File: config.mk
export PLATFORM = sky130hd
export DESIGN_NAME = mlp_feature_loader
export DESIGN_NICKNAME = d
export VERILOG_FILES = /design/src/rtl/mlp_pkg.sv /design/src/rtl/mlp_vec_reg.sv /design/src/rtl/mlp_feature_loader.sv
export SDC_FILE = /design/constraint.sdc
export NUM_CORES = 1
export LEC_CHECK = 0
export ABC_AREA = 1
export CAP_MARGIN = 20
export CORE_ASPECT_RATIO = 0.5
export CORE_MARGIN = 2
export CORE_UTILIZATION = 40
export CTS_BUF_LIST = sky130_fd_sc_hd__clkbuf_4
export DETAILED_ROUTE_END_ITERATION = 10
export PLACE_DENSITY = 0.58
export SKIP_CTS_REPAIR_TIMING = 1
export SYNTH_ARGS = -nofsm -noshare
export SYNTH_HDL_FRONTEND = slang
export SYNTH_HIERARCHICAL = 1
export SYNTH_SLANG_ARGS = --single-unit
File: constraint.sdc
create_clock -name clk -period 3.64 [get_ports clk]
set_input_delay 0.546 -clock clk [delete_from_list [all_inputs] [get_ports clk]]
set_output_delay 0.546 -clock clk [all_outputs]
set_load 0.02 [all_outputs]
File: src/rtl/mlp_pkg.sv
// mlp_pkg: shared MLP feature-vector defaults and loader assembly states,
// also used by the classifier wrapper.
package mlp_pkg;
   localparam int N_FEAT_DEF = 21;
   localparam int FEAT_W_DEF = 4;
   typedef enum logic {FILL, STALL} fill_state_e;
endpackage

File: src/rtl/mlp_vec_reg.sv
// mlp_vec_reg: skid-free holding register for a completed feature vector.
// o_valid stays up through a consume cycle when a new vector loads in the same cycle.
module mlp_vec_reg
   import mlp_pkg::*;
#(
   parameter int W = N_FEAT_DEF * FEAT_W_DEF
)(
   input  logic         clk,
   input  logic         rst_n,
   input  logic         i_load,
   input  logic [W-1:0] i_data,
   input  logic         i_ready,
   output logic         o_valid,
   output logic [W-1:0] o_data
);
   logic         r_valid;
   logic [W-1:0] r_data;
   always_ff @(posedge clk or negedge rst_n)
      if (!rst_n) begin
         r_valid <= 1'b0;
         r_data  <= '0;
      end else begin
         r_valid <= i_load | (r_valid & ~i_ready);
         if (i_load) r_data <= i_data;
      end
   assign o_valid = r_valid;
   assign o_data  = r_data;
endmodule

File: src/rtl/mlp_feature_loader.sv
// mlp_feature_loader: assembles a serial feature stream into one parallel
// vector per frame for the classifier, with sof-based resynchronisation.
module mlp_feature_loader
   import mlp_pkg::*;
#(
   parameter int N_FEAT = N_FEAT_DEF,
   parameter int FEAT_W = FEAT_W_DEF
)(
   input  logic                     clk,
   input  logic                     rst_n,
   input  logic                     in_valid,
   output logic                     in_ready,
   input  logic [FEAT_W-1:0]        in_feat,
   input  logic                     in_sof,
   output logic                     vec_valid,
   input  logic                     vec_ready,
   output logic [N_FEAT*FEAT_W-1:0] vec,
   output logic                     err_sync,
   output logic [15:0]              frame_cnt
);
   localparam int IW = N_FEAT > 1 ? $clog2(N_FEAT) : 1;
   localparam int VW = N_FEAT * FEAT_W;
   fill_state_e   r_state;
   logic [IW-1:0] r_idx;
   logic [VW-1:0] r_asm;
   logic          r_err;
   logic [15:0]   r_cnt;
   logic          w_acc, w_free, w_last, w_xfer;
   logic [IW-1:0] w_slot;
   logic [VW-1:0] w_asm;
   assign in_ready = r_state == FILL;
   assign w_acc    = in_valid & in_ready;
   assign w_free   = ~vec_valid | vec_ready;
   assign w_slot   = in_sof ? '0 : r_idx;
   assign w_last   = w_acc & (w_slot == IW'(N_FEAT - 1));
   // a stalled assembly and a just-completed one both leave through the same path
   assign w_xfer   = w_free & (w_last | (r_state == STALL));
   always_comb begin
      w_asm = r_asm;
      if (w_acc) w_asm[w_slot*FEAT_W +: FEAT_W] = in_feat;
   end
   always_ff @(posedge clk or negedge rst_n)
      if (!rst_n) begin
         r_state <= FILL;
         r_idx   <= '0;
         r_asm   <= '0;
         r_err   <= 1'b0;
         r_cnt   <= '0;
      end else begin
         r_asm   <= w_asm;
         r_err   <= w_acc & in_sof & (r_idx != '0);
         r_cnt   <= r_cnt + {15'd0, w_xfer};
         if (w_acc) r_idx <= w_last ? '0 : w_slot + 1'b1;
         r_state <= ((w_last | (r_state == STALL)) & ~w_free) ? STALL : FILL;
      end
   mlp_vec_reg #(.W(VW)) u_vec_reg (
      .clk     (clk),
      .rst_n   (rst_n),
      .i_load  (w_xfer),
      .i_data  (w_asm),
      .i_ready (vec_ready),
      .o_valid (vec_valid),
      .o_data  (vec)
   );
   assign err_sync  = r_err;
   assign frame_cnt = r_cnt;
endmodule

Word-level counts from Yosys, hierarchy flattened
Index checks and enable logic that the tools add are counted.
{"block": "word_totals", "out_inout_bits": 103, "latchBits": 0, "mem_bits_rw": 0, "mem_count": 0, "regBits": 192, "elab_cells": 33, "romBits": 0}
{"block": "classes", "shift": 2, "mul": 0, "add_sub_neg": 3, "div_mod_pow": 0, "eq_ne": 1, "order_cmp": 0, "bitwise_logic": 14, "reduce_logical": 1, "muxes": 5}
{"op": "$bwmux W84", "count": 1}
{"op": "$mux W84", "count": 1}
{"op": "$shift A4 B34 Y84 const A", "count": 1}
{"op": "$shiftx A4 B34 Y84", "count": 1}
{"op": "$neg A7 Y34", "count": 1}
{"op": "$add A16 B1 Y16", "count": 1}
{"op": "$mux W5", "count": 2}
{"op": "$and A1 B1 Y1", "count": 7}
{"op": "$add A5 B1 Y5 const B", "count": 1}
{"op": "$eq A5 B5 Y1 const B", "count": 1}
{"op": "$reduce_bool A5 Y1", "count": 1}
{"op": "$not A1 Y1", "count": 4}
{"op": "$or A1 B1 Y1", "count": 3}
{"op": "$mux W1", "count": 1}

Longest topological paths before layout
{"block": "logic_depth", "ltp_word": 6, "ltp_mapped": 17, "depth_no_buf": 16}

By module
Netlist, hierarchy kept.
{"module": "mlp_feature_loader", "seq_area_each_um2": 2677.6, "area_each_um2": 4944.7, "cells_each": 570, "n_inst": 1}
{"module": "mlp_vec_reg", "seq_area_each_um2": 2127.0, "area_each_um2": 3193.1, "cells_each": 359, "n_inst": 1}

Worst setup path after synthesis
Ideal clock, no wire load.
{"block": "synth_path", "path_kind": "input -> register", "from": "input port in_sof", "to": "register r_cnt[12] (netlist: frame_cnt[12])", "n_path_buf": 1, "setup_slack_ns": 0.891, "required_time_ns": 3.560, "arrival_time_ns": 2.669, "setup_time_ns": 0.080, "path_stages": 15, "cell_sequence": "nor2_4 -> inv_2 -> buf_2 -> ha_1 -> a31oi_1 -> nor2_1 -> ha_1 -> ha_1 -> nand3_1 -> nor2_1 -> nand2_1 -> nor2_1 -> nand2_1 -> nor3_1 -> xor2_1"}
{"block": "synth_via", "elab_chain_len": 6}
{"item": "from (decl)", "line": "mlp_feature_loader.sv:14", "text": "input logic in_sof,"}
{"item": "$mux W5", "line": "mlp_feature_loader.sv:34", "text": "assign w_slot = in_sof ? '0 : r_idx;"}
{"item": "$eq A5 B5 Y1", "line": "mlp_feature_loader.sv:35", "text": "assign w_last = w_acc & (w_slot == IW'(N_FEAT - 1));"}
{"item": "$and A1 B1 Y1", "line": "mlp_feature_loader.sv:35"}
{"item": "$or A1 B1 Y1", "line": "mlp_feature_loader.sv:37", "text": "assign w_xfer = w_free & (w_last | (r_state == STALL));"}
{"item": "$and A1 B1 Y1", "line": "mlp_feature_loader.sv:37"}
{"item": "net w_xfer", "line": "mlp_feature_loader.sv:28", "text": "logic w_acc, w_free, w_last, w_xfer;"}
{"item": "$add A16 B1 Y16", "line": "mlp_feature_loader.sv:52", "text": "r_cnt <= r_cnt + {15'd0, w_xfer};"}
{"item": "to (signal assigned)", "line": "mlp_feature_loader.sv:52"}
{"item": "to (decl)", "line": "mlp_feature_loader.sv:27", "text": "logic [15:0] r_cnt;"}
The timed path passes the listed nets, and every way through them passes these cells.
A chain may end at the register's enable or synchronous reset.

Final worst setup path
{"block": "layout_path", "from": "input port in_sof", "to": "register u_vec_reg.r_data[76] (netlist: u_vec_reg/o_data[76])"}
{"block": "layout_via", "elab_chain_len": 5, "word_cells_on_any_way": 10, "cone_classes": "1 x add/sub; 1 x eq/ne; 2 x shift; 3 x mux; 3 x bitwise"}
{"item": "$mux W5 *", "line": "mlp_feature_loader.sv:34"}
{"item": "$neg A7 Y34 *", "line": "mlp_feature_loader.sv:40", "text": "if (w_acc) w_asm[w_slot*FEAT_W +: FEAT_W] = in_feat;"}
{"item": "$shiftx A4 B34 Y84 / $shift A4 B34 Y84 (equally long branches)", "line": "mlp_feature_loader.sv:40"}
{"item": "$bwmux W84 *", "line": "mlp_feature_loader.sv:40"}
{"item": "$mux W84 *", "line": "mlp_feature_loader.sv:40"}
{"item": "net w_asm[76]", "line": "mlp_feature_loader.sv:30", "text": "logic [VW-1:0] w_asm;"}
{"item": "to (signal assigned)", "line": "mlp_vec_reg.sv:24", "text": "if (i_load) r_data <= i_data;"}
{"item": "to (decl)", "line": "mlp_vec_reg.sv:17", "text": "logic [W-1:0] r_data;"}
Mark *: on every way through the listed nets, which the timed path passes. The rest lies on a longest branch.

==> results.py <==
metrics = {
    "run_status": {
        "outcome": "finished, violations left",
        "violations": "hold timing",
    },
    "sta": {
        "rsz0062_at_grt": "no",
        "timing_max_transition_violations_final": 0,
        "setup_viol_count_final": 0,
        "final.setup.tns_ns": 0,
        "report.final.hold_viol_count": 12,
        "clock_skew_ns": 0.0299,
        "max_freq_mhz": 348,
        "finalWorstPathRequiredPeriod_ns": 2.87,
        "worst_hold_slack_ns": -0.0103,
        "relSlewSlack_pct": 42.6,
        "period_share_pct": 78.9,
        "tightestPinTransition_ns": 0.854,
    },
    "global_route": {
        "gr-total-overflow": 0,
        "first_global_vias": 6255,
        "grt_usage_pct": 20.3,
        "grt_pass1_wl_mm": 33.7,
        "grt_antenna_before_repair": 1,
        "grt_max_degree": 86,
    },
    "setup_path": {
        "reg2regPathDepth": 14,
        "crit-reg2reg-capture": "u_vec_reg/o_data[76]",
        "critPathLaunchType": "input pin",
        "end_kind": "flop",
        "setup.reg_to_reg.worst_slack_ns": 0.85,
        "cp.arrival_ns": 3.40,
        "worst-path-max-fanout": 9,
        "worstSetupPathType": "input pin to flop",
        "cp_data_required_time_ns": 4.16,
        "reg2reg_from": "r_idx[0]",
    },
    "cts": {
        "cts_tree": "built",
        "root_buffer": "sky130_fd_sc_hd__clkbuf_4",
        "htree_levels": 4,
        "cts.path.max_buffers": 2,
        "worst_skew_pair.late_latency_ns": 0.59,
        "clk_transition_reported_paths_ns": 0.16,
        "cts.sink_count": 192,
        "number_of_clock_buffers_inserted_by_tritoncts": 17,
    },
    "layout": {
        "final_layout_size_suffix_gt1_share_pct": 8.90,
        "layout_commonest_cell": "sky130_fd_sc_hd__nand2_1",
        "area_delta_synth_final_pct": 22.0,
        "layout_common_cells": "419 x sky130_fd_sc_hd__nand2_1, 192 x sky130_fd_sc_hd__dfrtp_1, 110 x sky130_fd_sc_hd__clkdlybuf4s50_1",
        "design.final.nets": 1072,
        "utilization_pct": 50.4,
        "final.fill_count": 1882,
    },
    "worst_hold_path": {
        "hold_path_class": "input pin to asynchronous set/reset pin",
    },
    "die": {
        "chipWidth_um": 206,
        "dieHeight_um": 105,
        "floorplan.initialDensity_pct": 41.3,
        "dieArea_um2": 21600,
        "placementRows": 36,
        "core_region_area_um2": 19700,
        "ports_placed_on_the_boundary": 112,
    },
    "placed_design": {
        "place_congestion": 0.889,
        "detailedPlacementHpwl_mm": 15.1,
        "port_buffers": 111,
    },
    "route": {
        "drc_errors": 0,
        "detail-route-antenna-nets": 0,
        "route.vias.total": 6460,
        "viasPerCell": 4.84,
        "routed_wire_length_per_instance_um": 15.6,
        "wl_mm": 20.9,
        "initial_detailed_routing_violation_count": 479,
        "dr.pass1.iters": 5,
    },
    "power": {
        "pwr_density_cell_nw_per_um2": 388,
        "power.ir.vdd_worst_mv": 0.188,
        "p_total_mw": 3.85,
        "p_leak_nw": 5.12,
    },
    "synthesis": {
        "post_synth_instance_area_um2": 8140,
        "seq_area_frac_synth_pct": 59.0,
        "mappedNetlistNets": 946,
        "synth_cell_type_count": 31,
        "synth_cells": 929,
        "synth_seq_cells": 192,
        "ys_warn_count": 6,
        "postSynthAreaPerCell_um2": 8.76,
    },
    "flow_run": {
        "max-cap-violations": 0,
    },
}
[worst max path at each step]
| stage | start | endpoint | cells after the start |
|---|---|---|---|
| 6_report | in_sof | u_vec_reg/o_data[76] | 14 |
| 2_1_floorplan | in_sof | frame_cnt[12] | 15 |
| 5_1_grt | in_sof | frame_cnt[12] | 15 |
| 3_3_place_gp | in_sof | u_vec_reg/o_data[77] | 14 |
| 4_1_cts | in_sof | u_vec_reg/o_data[76] | 14 |
| 3_5_place_dp | in_sof | u_vec_reg/o_data[77] | 14 |
[area by class of cell]
| class | count | area [µm²] | share of cell area, % |
|---|---|---|---|
| repair buffers | 137 | 1370 | 13.8 |
| clock buffers | 20 | 150 | 1.51 |
| clock inverters | 12 | 111 | 1.12 |
| well taps | 266 | 333 | 3.35 |
| diodes | 1 | 2.50 | 0.0252 |
| inverters | 65 | 244 | 2.46 |
| flip-flops and latches | 192 | 4800 | 48.4 |
| multi-input cells | 642 | 2910 | 29.3 |
[metrics by stage]
| stage | instance area (µm²) | std cells | setup WS [ns] |
|---|---|---|---|
| after floorplan | 8140 | 929 | 0.891 |
| after detailed placement | 9660 | 1302 | 0.160 |
| after CTS | 9920 | 1334 | 0.787 |
| final | 9930 | 1335 | 0.767 |
| after global routing | 9930 | 1335 | 0.482 |
| after global placement | 9660 | 1302 | 0.222 |
[routing by layer]
layer,vias up,GRT usage (%),wire length [µm]
li1,3170,-,-
met1,3138,32.0,11100
met2,130,28.0,8560
met3,22,4.68,1010
met4,0,4.27,199
met5,-,0,0
[cells in the mapped netlist (all sizes together)]
master  count  area [µm²]
o21ai      49         249
nor3       20         110
clkbuf      2        7.51
xor2       12         105
o22ai       5        31.3
o31ai       2        15.0
a21oi       4        20.0
nand2     426        1620
ha          8         100
dfrtp     192        4800
xnor2       3        26.3
o21a        4        30.0
inv        65         244
buf        28         179
a31oi       1        6.26
o311ai      1        8.76
nor4        1        6.26
nand3      34         210
nor2       55         256
nand4      17         106
[worst max-delay path, stage by stage]
cell and delay, ns:
sky130_fd_sc_hd__clkdlybuf4s50_1 0.53, sky130_fd_sc_hd__nor2_4 0.28, sky130_fd_sc_hd__inv_2 0.06, sky130_fd_sc_hd__ha_1 0.24
sky130_fd_sc_hd__nand2_2 0.12, sky130_fd_sc_hd__nor2_1 0.05, sky130_fd_sc_hd__ha_1 0.30, sky130_fd_sc_hd__nor2_1 0.11
sky130_fd_sc_hd__nand2_1 0.14, sky130_fd_sc_hd__nor2_2 0.27, sky130_fd_sc_hd__nand3_1 0.28, sky130_fd_sc_hd__o21ai_0 0.30
sky130_fd_sc_hd__nand2_1 0.08, sky130_fd_sc_hd__nand2_1 0.08
[logic make-up after synthesis]
family,Yosys count,synth area share (%)
and+or+nand+nor,553,28.4
AOI/OAI and AO/OA,66,4.43
DFF,192,59.0
buffers and inverters,95,5.29
adders and majority gates,8,1.23
xor gates and xnor gates,15,1.61
[registers in the layout (all words and copies together) (netlist names)]
register and flops:
frame_cnt 16, err_sync 1, r_asm 84, r_state 1
r_idx 5, u_vec_reg/o_data 84, u_vec_reg/o_valid 1
[report_power, final]
| part | internal [mW] | switching (mW) | leakage, nW | total [mW] |
|---|---|---|---|---|
| Combinational | 0.142 | 0.339 | 2.38 | 0.481 |
| Sequential | 2.22 | 0.0318 | 2.60 | 2.26 |
| Clock | 0.365 | 0.751 | 0.140 | 1.12 |
Note: power is estimated with default switching activity, not from simulation.
